## config.mk

```make
export PLATFORM = sky130hd
export DESIGN_NAME = data_mem_arbiter
export DESIGN_NICKNAME = d
export VERILOG_FILES = /design/src/rtl/data_arb_pkg.sv /design/src/rtl/data_mem_arbiter.sv
export SDC_FILE = /design/constraint.sdc
export NUM_CORES = 1
export LEC_CHECK = 0
export CORE_AREA = 2 2 117 119
export CTS_CLUSTER_DIAMETER = 120
export DETAILED_ROUTE_END_ITERATION = 7
export DIE_AREA = 0 0 119 121
export PLACE_DENSITY = 0.52
export SLEW_MARGIN = 0
export SYNTH_ARGS = -nofsm -noshare
export SYNTH_HDL_FRONTEND = slang
export SYNTH_SLANG_ARGS = --single-unit
```

## constraint.sdc

```tcl
create_clock -name clk -period 1.6 [get_ports clk]
set_clock_uncertainty 0.15 [all_clocks]
set_input_delay 0.32 -clock clk [delete_from_list [all_inputs] [get_ports clk]]
set_output_delay 0.32 -clock clk [all_outputs]
set_load 0.03 [all_outputs]
```

## src/rtl/data_arb_pkg.sv

```systemverilog
// Shared types for the data-memory arbiter: FSM state encoding and burst
// counter width, plus a saturating increment for the burst counter.
`timescale 1ns/1ps
package data_arb_pkg;

  typedef enum logic [1:0] {
    CPU_OWN   = 2'd0,
    DMA_OWN   = 2'd1,
    CPU_FORCE = 2'd2
  } arb_state_t;

  localparam int BURST_CNT_W = 4;

  function automatic logic [BURST_CNT_W-1:0] sat_inc(input logic [BURST_CNT_W-1:0] v);
    return (v == {BURST_CNT_W{1'b1}}) ? v : v + {{(BURST_CNT_W-1){1'b0}}, 1'b1};
  endfunction

endpackage

```

## src/rtl/data_mem_arbiter.sv

```systemverilog
// Shares the data_memory port between the CPU data bus and a DMA/loader
// requester, stalling the CPU while it is locked out and bounding DMA bursts.
`timescale 1ns/1ps
module data_mem_arbiter
  import data_arb_pkg::*;
#(
  parameter int MAX_DMA_BURST = 4,
  parameter int ADDR_W        = 32,
  parameter int DATA_W        = 32
) (
  input  logic              clk,
  input  logic              reset,
  input  logic              sys_clk_enable,
  output logic              cpu_clk_enable,
  input  logic [ADDR_W-1:0] cpu_data_address,
  input  logic              cpu_data_write,
  input  logic              cpu_data_read,
  input  logic [DATA_W-1:0] cpu_data_writedata,
  output logic [DATA_W-1:0] cpu_data_readdata,
  input  logic              dma_req,
  input  logic              dma_write,
  input  logic [ADDR_W-1:0] dma_address,
  input  logic [DATA_W-1:0] dma_writedata,
  output logic              dma_ack,
  output logic [DATA_W-1:0] dma_readdata,
  output logic [ADDR_W-1:0] mem_address,
  output logic              mem_write,
  output logic              mem_read,
  output logic [DATA_W-1:0] mem_writedata,
  input  logic [DATA_W-1:0] mem_readdata
);

  // Beat index (counter value before increment) on which a waiting CPU is forced in.
  localparam logic [BURST_CNT_W-1:0] LAST_BEAT = BURST_CNT_W'(MAX_DMA_BURST - 1);

  arb_state_t             state_q, state_d;
  logic [BURST_CNT_W-1:0] burst_cnt_q, burst_cnt_d;
  logic                   cpu_req_s;
  logic                   dma_ack_s;
  logic                   mem_write_s;
  logic                   mem_read_s;

  assign cpu_req_s = cpu_data_read | cpu_data_write;

  // Next-state, burst counting and beat acknowledge.
  always_comb begin
    state_d     = state_q;
    burst_cnt_d = burst_cnt_q;
    dma_ack_s   = 1'b0;
    if (sys_clk_enable) begin
      case (state_q)
        CPU_OWN: begin
          if (dma_req && !cpu_req_s) begin
            state_d = DMA_OWN;
          end else begin
            state_d = CPU_OWN;
          end
          burst_cnt_d = {BURST_CNT_W{1'b0}};
        end
        DMA_OWN: begin
          if (dma_req) begin
            dma_ack_s = 1'b1;
            // >= rather than == so a saturated counter can never lock the CPU out.
            if ((burst_cnt_q >= LAST_BEAT) && cpu_req_s) begin
              state_d     = CPU_FORCE;
              burst_cnt_d = {BURST_CNT_W{1'b0}};
            end else begin
              state_d     = DMA_OWN;
              burst_cnt_d = sat_inc(burst_cnt_q);
            end
          end else begin
            state_d     = CPU_OWN;
            burst_cnt_d = {BURST_CNT_W{1'b0}};
          end
        end
        CPU_FORCE: begin
          if (dma_req) begin
            state_d = DMA_OWN;
          end else begin
            state_d = CPU_OWN;
          end
          burst_cnt_d = {BURST_CNT_W{1'b0}};
        end
        default: begin
          state_d     = CPU_OWN;
          burst_cnt_d = {BURST_CNT_W{1'b0}};
        end
      endcase
    end else begin
      state_d     = state_q;
      burst_cnt_d = burst_cnt_q;
    end
  end

  // State and burst counter registers.
  always_ff @(posedge clk or posedge reset) begin
    if (reset) begin
      state_q     <= CPU_OWN;
      burst_cnt_q <= {BURST_CNT_W{1'b0}};
    end else begin
      state_q     <= state_d;
      burst_cnt_q <= burst_cnt_d;
    end
  end

  // Memory port mux: DMA only while it owns the port.
  always_comb begin
    mem_address   = cpu_data_address;
    mem_writedata = cpu_data_writedata;
    mem_write_s   = cpu_data_write;
    mem_read_s    = cpu_data_read;
    case (state_q)
      DMA_OWN: begin
        mem_address   = dma_address;
        mem_writedata = dma_writedata;
        mem_write_s   = dma_write & dma_req;
        mem_read_s    = ~dma_write & dma_req;
      end
      default: begin
        mem_address   = cpu_data_address;
        mem_writedata = cpu_data_writedata;
        mem_write_s   = cpu_data_write;
        mem_read_s    = cpu_data_read;
      end
    endcase
  end

  assign mem_write         = mem_write_s & ~reset;
  assign mem_read          = mem_read_s & ~reset;
  assign dma_ack           = dma_ack_s & ~reset;
  assign cpu_data_readdata = mem_readdata;
  assign dma_readdata      = mem_readdata;
  assign cpu_clk_enable    = sys_clk_enable & ~((state_q == DMA_OWN) & cpu_req_s);

endmodule

```

# --- After elaboration in Yosys (flattened, before gate mapping) ---
# Cells that the tools add are included.
totals:
  input_bits: 167
  wordCells: 40
  regBits: 6
  output_inout_bits: 132
classes:
  n_reduce_logical: 5
  addsub: 1
  n_lt_le_gt_ge: 1
  muxes: 16
  n_eq_ne: 4
  n_bitwise: 11
op_table:
  columns: ["operator", "count"]
  rows:
  - ["$mux 32", 2]
  - ["$mux 4", 4]
  - ["$and 1x1->1", 7]
  - ["$mux 1", 7]
  - ["$pmux 2 s3", 1]
  - ["$add 4x1->4 const B", 1]
  - ["$eq 4x4->1 const B", 1]
  - ["$ge 4x2->1 const B", 1]
  - ["$mux 2", 2]
  - ["$ne 4x4->1 const B", 1]
  - ["$not 1->1", 3]
  - ["$eq 2x1->1 const B", 1]
  - ["$eq 2x2->1 const B", 1]
  - ["$logic_and 1x1->1", 2]
  - ["$logic_not 2->1", 1]
  - ["$reduce_and 2->1", 1]
  - ["$logic_not 1->1", 1]
  - ["$or 1x1->1", 1]

# --- Longest topological paths before layout ---
depth:
  word_depth: 5
  depth_mapped: 5
  ltp_nobuf: 4

# --- Worst setup path after synthesis ---
# Ideal clock, no wire load.
synth_path:
  path_kind: "register to output"
  start: "register state_q[0]"
  end: "output port cpu_clk_enable"
  t_required_ns: 1.130
  path_buffers: 2
  stages_incl_launch_ff: 5
  setup_slack_ns: -0.394
  arrival_ns: 1.524
  path_cell_list: "dfrtp_1 > nor2b_1 > buf_2 > buf_4 > a21boi_0"
synth_via:
  elab_chain_len: 4
synth_lines:
  columns: ["item", "line", "rtl"]
  rows:
  - ["from (decl)", "data_mem_arbiter.sv:36", "arb_state_t state_q, state_d;"]
  - ["from (signal assigned)", "data_mem_arbiter.sv:101", "state_q <= state_d;"]
  - ["$eq 2x1->1", "data_mem_arbiter.sv:133", "assign cpu_clk_enable = sys_clk_enable & ~((state_q == DMA_OWN) & cpu_req_s);"]
  - ["$and 1x1->1", "data_mem_arbiter.sv:133", null]
  - ["$not 1->1", "data_mem_arbiter.sv:133", null]
  - ["$and 1x1->1", "data_mem_arbiter.sv:133", null]
  - ["to (decl)", "data_mem_arbiter.sv:14", "output logic cpu_clk_enable,"]
# Every way passes these cells.

# --- Final worst setup path ---
layout_path:
  start: "register state_q[1]"
  end: "output port mem_address[27]"
layout_via:
  elab_chain_len: 2
layout_lines:
  columns: ["item", "line", "rtl"]
  rows:
  - ["$eq 2x1->1", "data_mem_arbiter.sv:112", "case (state_q)"]
  - ["$mux 32", "data_mem_arbiter.sv:112", null]
  - ["to (decl)", "data_mem_arbiter.sv:26", "output logic [ADDR_W-1:0] mem_address,"]
# Every way passes these cells.

==> reports/qor.yml <==
die_y_um: 121
clkTransAtPathRegs_ns: 0.03
firstDrtPassIters: 4
multi_input_area_mm2: 0.001401
synth_fp_nets: 487
cp-start-kind: "register"
seq_area_um2: 151.4
tightest_slew_ns: 0.3336
cpMostUsedCell: "buf_6"
outcome: "complete, but fails checks"
worst_path_max_delay_cell: "dfrtp_2"
slew_headroom_pct: 77.69
dp_slack_ns: -0.2541
vias_per_cell: 3.952
clockBufferDepth: 2
peakVddDrop_mv: 0.3692
start_util_pct: 12.85
drtIter0Drc: 45
syn_to_final_growth_pct: 180.6
synth_seq_cells: 6
violations: "negative setup slack"
cts_buffers: 3
pin_count: 299
critPathMaxStageDelay_ns: 0.42
grt_pass1_wl_um: 13860
netlist_area_mm2: 0.001682
min_path_type: "input pin to asynchronous set/reset pin"
synth_top_cells_by_count: "nand2_1, buf_4, clkbuf_1"
yosysWarningCount: 0
grt_max_degree: 36
htree_levels: 1
fin_crit_sh_pct: 120.2
ctsHoldBuffers: 0
wire_per_inst_um: 16.21
drive_gt1_share_pct: 43.18
synth_area_leaders: "nand2_1, buf_4, dfrtp_1, clkbuf_1, buf_2"
leakage_nw: 2.280
synth_edf_count: 0
worstPathMaxFanout: 5
path_class: "register to primary output"
grt_pass1_vias: 2602
path_cells: "nor2b_4 -> buf_6 -> buf_6 -> buf_16 -> nand2_2 -> nand2_2 -> buf_6"
hold_violations: 0
cts_tree: "yes"
final_util_pct: 36.06
cp_data_required_time_ns: 1.13
rows: 42
cts_sinks: 6
place_hpwl_um: 6978
synth_top_area_share_pct: 43.97
rsz0062_at_grt: "yes"
wl_um: 10700
drc: 0
antennaDiodeCount: 0
fillers: 1347
place_congestion: 0.7998
synth.largest_area_cell: "nand2_1"
nets: 654
die-width_um: 119
slew_viol_final: 0
fp.coreArea_mm2: 0.01309
rrSetupSlack_ns: -0.04
hold_ws_ns: 0.3839
fmax_mhz: 519.8
synthCells: 319
synth_most_common_cell: "nand2_1"
die-area_mm2: 0.01440
grt_overflow: 0
cts_root_buffer: "clkbuf_16"
final_cells: 660
track_usage_pct: 12.22
synthArstFlopShare_pct: 100.0
antenna_found_initial: 0
arrival_ns: 1.45
ys.flop_type: "dfrtp_1"
period_minus_slack_ns: 1.924
yosysSeqAreaShare_pct: 8.929
p_per_area_mw_per_mm2: 969.9
route.vias.total: 2608
setup-violations-final: 70
maxCapViolations: 0
dp.cells: 631
ys_types: 26
postRouteAntennaNets: 0
fin_ws_ns: -0.3240
portBuffers: 202
end_kind: "primary output"
clk_latency_ns: 0.23
syn_avg_cell_area_um2: 5.272
-- sequential cells by signal, indices dropped and copies added (netlist names) --
register	flops
state_q	2
burst_cnt_q	4
-- what timing repair did --
item                                    in CTS  in global routing
resized for setup                          108                 84
setup buffers                                9                  6
cloned                                       5                  8
pin swaps                                   23                 51
endpoints found under the setup margin      70                 70
-- metrics by stage --
| stage | setup TNS, ns | area (µm²) | total power, mW |
|---|---|---|---|
| 2_1_floorplan | -4.402 | 1719 | 1.854 |
| 3_3_place_gp | -3.552 | 3580 | 2.946 |
| 3_5_place_dp | -4.263 | 3580 | 2.951 |
| 4_1_cts | -17.71 | 4227 | 4.068 |
| 5_1_grt | -22.37 | 4718 | 4.813 |
| 6_report | -18.92 | 4718 | 4.576 |
-- cells in the final DEF (no fill, tap or decap), types with 4 or more instances in the layout --
cell	instances
buf_12	21
buf_16	5
buf_4	14
buf_6	63
clkbuf_16	8
clkdlybuf4s50_1	132
dfrtp_1	5
inv_1	4
nand2_1	111
nand2_2	55
nand2_4	31
-- worst paths after layout --
check                               startpoint  depth (start not counted)         endpoint
worst min register to register  burst_cnt_q[1]                          2   burst_cnt_q[1]
worst max register to register      state_q[1]                          6   burst_cnt_q[0]
min in group clk                burst_cnt_q[1]                          2   burst_cnt_q[1]
worst min-delay path                     reset                          2       state_q[1]
worst max-delay path                state_q[1]                          7  mem_address[27]
max in group asynchronous                reset                          2       state_q[1]
-- power by group --
| part | switching [mW] | internal, mW | leakage [nW] |
|---|---|---|---|
| clock network | 0.0852 | 0.321 | 0.0370 |
| registers | 0.00715 | 0.164 | 0.0800 |
| logic | 2.01 | 1.99 | 2.16 |
| total | 2.10 | 2.47 | 2.28 |
-- critical path, delay by kind of cell, from the launching register on --
family / cells / cell delay (ns)
flip-flops: 1 / 0.42
buffers and inverters: 4 / 0.50
AND/OR/NAND/NOR: 3 / 0.28
-- metal layers --
layer / global-route usage [%] / vias up / part of all wire, %
met4: 2.679 / 0 / 1.6
met5: 0 / - / 0
met1: 13.62 / 1195 / 40
met2: 21.55 / 131 / 49
li1: - / 1256 / -
met3: 5.310 / 26 / 9.4
-- logic make-up after synthesis --
group	after synthesis	synth area share, %
AO/OA/AOI/OAI	18	8.484
adder cells (fa/ha/maj)	1	0.7439
buffers and inverters	85	33.93
flip-flops	6	8.928
AND/OR/NAND/NOR	209	47.92
-- final cells by class --
cell class | instances | area share [%]
timing repair buffer | 243 | 60.51
multi-input combinational | 228 | 29.70
tap | 176 | 4.667
sequential | 6 | 3.209
clock buffer | 3 | 1.591
inverter | 4 | 0.3182
Note: power is estimated with default switching activity, not from simulation.
